### config.mk
export PLATFORM = sky130hd
export DESIGN_NAME = dcache_store_buffer
export DESIGN_NICKNAME = d
export VERILOG_FILES = /design/src/rtl/dcache_store_buffer.sv
export SDC_FILE = /design/constraint.sdc
export NUM_CORES = 1
export LEC_CHECK = 0
export CAP_MARGIN = 0
export CORE_MARGIN = 3
export CORE_UTILIZATION = 30
export CTS_CLUSTER_SIZE = 40
export DETAILED_ROUTE_END_ITERATION = 10
export HOLD_SLACK_MARGIN = 0.05
export SLEW_MARGIN = 20
export SYNTH_ARGS = -nofsm -noshare
export SYNTH_HDL_FRONTEND = slang
export SYNTH_SLANG_ARGS = --single-unit
### constraint.sdc
create_clock -name clk -period 6.67 [get_ports clk]
set_clock_uncertainty 0.15 [all_clocks]
set_input_delay 2.001 -clock clk [delete_from_list [all_inputs] [get_ports clk]]
set_output_delay 2.001 -clock clk [all_outputs]
set_load 0.05 [all_outputs]
### src/rtl/dcache_store_buffer.sv
// Committed-store write buffer between the D-cache and the memory/L2 store port.
// Optional store coalescing into the youngest entry: define DCACHE_SB_COALESCE_EN.
module dcache_store_buffer #(
    parameter int DEPTH  = 4,
    parameter int ADDR_W = 30,
    parameter int DATA_W = 32
) (
    input  logic                     clk,
    input  logic                     reset,
    input  logic [ADDR_W-1:0]        dc2sbStAddr_i,
    input  logic [DATA_W-1:0]        dc2sbStData_i,
    input  logic [DATA_W/8-1:0]      dc2sbStByteEn_i,
    input  logic                     dc2sbStValid_i,
    output logic                     sbFull_o,
    output logic                     sbEmpty_o,
    output logic [$clog2(DEPTH):0]   sbCount_o,
    output logic [ADDR_W-1:0]        sb2memStAddr_o,
    output logic [DATA_W-1:0]        sb2memStData_o,
    output logic [DATA_W/8-1:0]      sb2memStByteEn_o,
    output logic                     sb2memStValid_o,
    input  logic                     mem2sbStStall_i,
    input  logic                     mem2sbStComplete_i,
    input  logic                     ldEn_i,
    input  logic [ADDR_W-1:0]        ldAddr_i,
    output logic                     ldConflict_o,
    output logic                     overflowErr_o
);

    localparam int PTR_W = $clog2(DEPTH);
    localparam int CNT_W = PTR_W + 1;
    localparam int BE_W  = DATA_W / 8;

    typedef enum logic {S_ISSUE, S_WAIT} state_t;

    logic [ADDR_W-1:0] addr_q [DEPTH];
    logic [DATA_W-1:0] data_q [DEPTH];
    logic [BE_W-1:0]   be_q   [DEPTH];

    logic [PTR_W-1:0] head_q, head_d, tail_q, tail_d, last_idx;
    logic [CNT_W-1:0] count_q, count_d;
    state_t           state_q, state_d;
    logic             ovf_q, ovf_d;
    logic             full, empty, push, pop, merge, hit;
    logic [PTR_W-1:0] off;

    assign full     = (count_q == CNT_W'(DEPTH));
    assign empty    = (count_q == '0);
    assign last_idx = tail_q - PTR_W'(1);

`ifdef DCACHE_SB_COALESCE_EN
    // count>=2 keeps the merge target away from the head, which may be in flight
    assign merge = dc2sbStValid_i && (count_q >= CNT_W'(2)) &&
                   (addr_q[last_idx] == dc2sbStAddr_i);
`else
    assign merge = 1'b0;
`endif

    assign push = dc2sbStValid_i && !full && !merge;
    assign pop  = (state_q == S_WAIT) && mem2sbStComplete_i;

    always_comb begin
        head_d  = pop  ? head_q + PTR_W'(1) : head_q;
        tail_d  = push ? tail_q + PTR_W'(1) : tail_q;
        count_d = count_q;
        unique case ({push, pop})
            2'b10:   count_d = count_q + CNT_W'(1);
            2'b01:   count_d = count_q - CNT_W'(1);
            default: count_d = count_q;
        endcase
        state_d = state_q;
        unique case (state_q)
            S_ISSUE: if (!empty && !mem2sbStStall_i) state_d = S_WAIT;
            S_WAIT:  if (mem2sbStComplete_i) state_d = S_ISSUE;
            default: state_d = S_ISSUE;
        endcase
        ovf_d = ovf_q | (dc2sbStValid_i & full & ~merge);
    end

    always_ff @(posedge clk) begin
        if (reset) begin
            head_q  <= '0;
            tail_q  <= '0;
            count_q <= '0;
            state_q <= S_ISSUE;
            ovf_q   <= 1'b0;
            for (int i = 0; i < DEPTH; i++) begin
                addr_q[i] <= '0;
                data_q[i] <= '0;
                be_q[i]   <= '0;
            end
        end else begin
            head_q  <= head_d;
            tail_q  <= tail_d;
            count_q <= count_d;
            state_q <= state_d;
            ovf_q   <= ovf_d;
            if (push) begin
                addr_q[tail_q] <= dc2sbStAddr_i;
                data_q[tail_q] <= dc2sbStData_i;
                be_q[tail_q]   <= dc2sbStByteEn_i;
            end
`ifdef DCACHE_SB_COALESCE_EN
            if (merge) begin
                for (int b = 0; b < BE_W; b++) begin
                    if (dc2sbStByteEn_i[b])
                        data_q[last_idx][8*b +: 8] <= dc2sbStData_i[8*b +: 8];
                end
                be_q[last_idx] <= be_q[last_idx] | dc2sbStByteEn_i;
            end
`endif
        end
    end

    // An entry is live when its distance from the head is below the occupancy
    always_comb begin
        hit = 1'b0;
        off = '0;
        for (int i = 0; i < DEPTH; i++) begin
            off = PTR_W'(i) - head_q;
            if (({1'b0, off} < count_q) && (addr_q[i] == ldAddr_i))
                hit = 1'b1;
        end
    end

    assign ldConflict_o     = ldEn_i & hit;
    assign sbFull_o         = full;
    assign sbEmpty_o        = empty;
    assign sbCount_o        = count_q;
    assign overflowErr_o    = ovf_q;
    assign sb2memStValid_o  = (state_q == S_ISSUE) && !empty;
    assign sb2memStAddr_o   = addr_q[head_q];
    assign sb2memStData_o   = data_q[head_q];
    assign sb2memStByteEn_o = be_q[head_q];

endmodule
==> flow_results.org <==
** Outcome
- Status :: completed

** Placed design
- Number of instances in the placed design :: 1664
- Port Buf Inserts :: 175
- HPWL after DPL :: 24400 um
- Placer Congestion :: 0.898

** Finish
- At the end of the flow, the number of nets in the layout was 1228.
- Area growth from synthesis to layout :: 25.9%
- After filler insertion, the fill cell instance count of the layout stands at 4128.
- Area taken by flip-flops and latches :: 8160 um2
- Fraction of final layout cells with drive strength greater than 1 :: 0.122
- Measured on the finished design, the core utilization comes to 0.387.
- In the final layout, the multi-input gates occupy 4410 um2.
- Number of standard cells in the layout, taps in and fillers out :: 1721
- Count of antenna diodes in the layout :: 0

** Logic synthesis
- Among all flip-flop cells after synthesis, the most frequent one is sky130_fd_sc_hd__edfxtp_1.
- Of the synthesized area, sequential elements account for 0.626.
- In this run, distinct cell masters in the synthesized netlist total 35.
- Of the post-synthesis cell area, the dominant cell type holds 0.609.
- Syn. warnings :: 0
- Counting flops and latches in the post-synthesis netlist gives 275.
- Post-Synthesis Net Count :: 1047
- Biggest area contributors in the synthesized netlist :: sky130_fd_sc_hd__edfxtp_1 61%, sky130_fd_sc_hd__mux4_2 11%, sky130_fd_sc_hd__xor2_1 7.7%, sky130_fd_sc_hd__nor2_1 4.1%, sky130_fd_sc_hd__and2_1 3.2%
- The cell area that synthesis handed to floorplanning was 13000 um2.
- Of all flip-flops after synthesis, the portion carrying an async set or reset was 0.
- A synthesized cell averages 13.9 um2.
- The synthesized design spends more area on one cell type than any other, namely sky130_fd_sc_hd__edfxtp_1.
- In the synthesized netlist, the number of instances is 939.
- The most common cell in the synthesized netlist is sky130_fd_sc_hd__edfxtp_1.
- After synthesis, the most frequently instantiated cells are 264 x sky130_fd_sc_hd__edfxtp_1, 143 x sky130_fd_sc_hd__nor2_1, 115 x sky130_fd_sc_hd__xor2_1, 74 x sky130_fd_sc_hd__inv_1, 68 x sky130_fd_sc_hd__nand2_1.
- Yosys mapped a number of flops with a built-in enable equal to 264.

** Worst setup path
- STA classifies the critical path startpoint as an input port.
- Crit path arrival time :: 4.30 ns
- Worst Setup SP :: ldAddr_i[17]
- Data required time at the worst endpoint :: 4.52 ns
- In this run the worst path has a maximum fanout of 4.
- On the critical path, the stage with the largest delay is an instance of sky130_fd_sc_hd__clkdlybuf4s50_1.
- Category of the most critical setup path :: input port to output port
- STA classifies the critical path endpoint as an output port.
- The critical path goes through clkdlybuf4s50_1 > xor2_1 > nor4_1 > nand4_1 > a2111oi_0 > or4_1 > buf_12.
- Maximum cell stage delay along the critical path :: 0.63 ns
- In this run the critical register-to-register path is launched from sbCount_o[0]$_SDFFE_PP0P_.

** Global routing
- Entering global routing, the biggest net connects 68 pins.
- In the global route stage, overall resource usage came out at 0.161.
- The initial antenna violation count came to 3.
- Number of global-route vias before repair :: 8452
- Overall overflow remaining after global route :: 0
- Global-route wire length before repair :: 55500 um

** Timing
- In the finished design, the share of the clock period the worst path needs comes to 0.967.
- The number of hold violations in the final report was 0.
- Achievable clock frequency :: 155 MHz
- At the pin with the least slew margin, the transition time is 1.07 ns.
- Adding up every negative setup slack in the final design gives 0 ns.
- Max transition margin :: 0.285
- RSZ-0062 raised after global routing :: no
- Total of endpoints with negative setup slack in the final report :: 0
- Max-slew violations :: 0
- Period minus WS final :: 6.45 ns

** Routing
- Summed over all layers, the routed wires come to 37900 um.
- Wire segments on met2 add up to 18200 um in the final route.
- For this run, design rule violations remaining after detail routing come to 0.
- Wire length on met1 :: 15800 um
- Vias after detailed routing :: 8146
- After detailed routing, the average wire length per cell comes to 22.0 um.
- Before antenna repair, the detailed router went through 5 iterations.
- Detailed Route Iter0 Violations :: 712
- The count of nets left with antenna violations once routing finished came out at 0.
- In the routed layout, each cell is associated on average with a via count of 4.73.
- Amount of wire on met3 after detailed routing :: 3100 um
- In this run the top signal layer used is met5.

** Clock network
- Clock tree from TritonCTS :: built
- Buffer count from post-CTS setup fixing :: 0
- Maximum clock path buffer count :: 3
- Hold Buf Count CTS :: 0
- For this design, the sink count on the clock tree is 275.
- Clock latency of the later-clocked register in the worst-skew pair :: 0.57 ns
- In this run, post-CTS repair resized a total of 0 instances.
- CTS Root Buffer Type :: sky130_fd_sc_hd__clkbuf_16
- After clock tree synthesis, the clock-pin slew on the worst setup and hold paths is 0.06 ns.
- Number of levels in the clock H-tree :: 1
- In this run, CTS created clock tree buffers numbering 31.

** Die
- Number of placement rows :: 75
- Io pins :: 176
- Measured along the x axis, the die boundary spans 214 um.
- The die covers 45900 um2.
- After floorplanning, the core was sized to cover 42400 um2.
- Initial core utilization :: 0.307
- Die H :: 214 um

** Power
- The analysis attributes to cell leakage a power of 0.00620 uW.
- IR analysis of the VDD net gives a maximum drop of 0.203 mV.
- P per Cell Area :: 275 nW/um2

** Flow run
- Across the run, the number of max-cap violations was 0.

** Worst hold path
- The tightest min-delay check is of the flip-flop to flip-flop type.
- The startpoint identified for the worst hold timing path is overflowErr_o$_SDFF_PP0_.
[path summary, 6_finish.rpt]
check	to	slack, ns	cells past startpoint
max	ldConflict_o	0.22	7
min	overflowErr_o$_SDFF_PP0_	0.32	2
max reg2reg	data_q[0][2]$_SDFFCE_PN0P_	3.86	6
min reg2reg	overflowErr_o$_SDFF_PP0_	0.32	2
[report_power, final]
| part | internal, uW | total [uW] | switching [uW] |
|---|---|---|---|
| clock network | 887 | 1590 | 698 |
| logic | 301 | 821 | 520 |
| registers | 2030 | 2110 | 75.3 |
| total | 3220 | 4520 | 1290 |
[through the flow]
| stage | hold WS, ns | cell area, um2 | setup slack, ns | total power [uW] |
|---|---|---|---|---|
| global route | 0.354 | 16400 | 0.0487 | 4680 |
| global placement | 0.307 | 15500 | 0.110 | 2970 |
| CTS | 0.331 | 16400 | 0.222 | 4570 |
| finish | 0.320 | 16400 | 0.218 | 4520 |
| detailed placement | 0.318 | 15500 | 0.237 | 2980 |
| floorplan | 0.349 | 13000 | 0.665 | 2630 |
[registers in the layout (all words and copies together) (netlist names), named ones only]
register       flops
addr_q           120
be_q              16
data_q           128
head_q             2
overflowErr_o      1
sbCount_o          3
state_q            1
tail_q             2
[final cells by class]
class / count / area share
tap: 577 / 0.0440
timing repair buffer: 191 / 0.116
sequential: 275 / 0.497
multi-input combinational: 546 / 0.269
clock buffer: 37 / 0.0487
clock inverter: 20 / 0.00778
inverter: 75 / 0.0172
[metal layers]
layer	global-route usage	up-vias
met2	0.272	331
li1	-	3690
met4	0.0268	6
met1	0.212	4057
met5	0	-
met3	0.0436	62
[placed cells by master, fill, tap and decap left out, types with 5 or more instances in the layout]
cell type,instances
sky130_fd_sc_hd__a21oi_1,9
sky130_fd_sc_hd__and2_1,67
sky130_fd_sc_hd__buf_4,14
sky130_fd_sc_hd__clkbuf_1,6
sky130_fd_sc_hd__clkbuf_16,31
sky130_fd_sc_hd__clkdlybuf4s50_1,174
sky130_fd_sc_hd__clkinv_1,7
sky130_fd_sc_hd__clkinv_2,9
sky130_fd_sc_hd__dfxtp_1,9
sky130_fd_sc_hd__edfxtp_1,264
sky130_fd_sc_hd__ha_1,5
sky130_fd_sc_hd__inv_1,74
sky130_fd_sc_hd__mux4_2,66
sky130_fd_sc_hd__nand2_1,68
sky130_fd_sc_hd__nand4_1,8
sky130_fd_sc_hd__nor2_1,143
sky130_fd_sc_hd__nor3_1,6
sky130_fd_sc_hd__nor4_1,24
sky130_fd_sc_hd__xnor2_1,12
sky130_fd_sc_hd__xor2_1,115
[logic make-up after synthesis]
logic type / after synthesis / share of synthesized area
and+or+nand+nor: 329 / 0.120
DFF: 275 / 0.626
xor gates and xnor gates: 127 / 0.0854
buffers and inverters: 118 / 0.0395
muxes: 66 / 0.114
AOI/OAI and AO/OA: 18 / 0.00894
adders and majority gates: 6 / 0.00634
[critical path, delay by kind of cell]
kind	cells	cell delay (ns)
simple gates	3	1.01
compound gates	1	0.35
xor+xnor	1	0.15
buf+inv	2	0.78
Power figures use the tool's default switching activity.
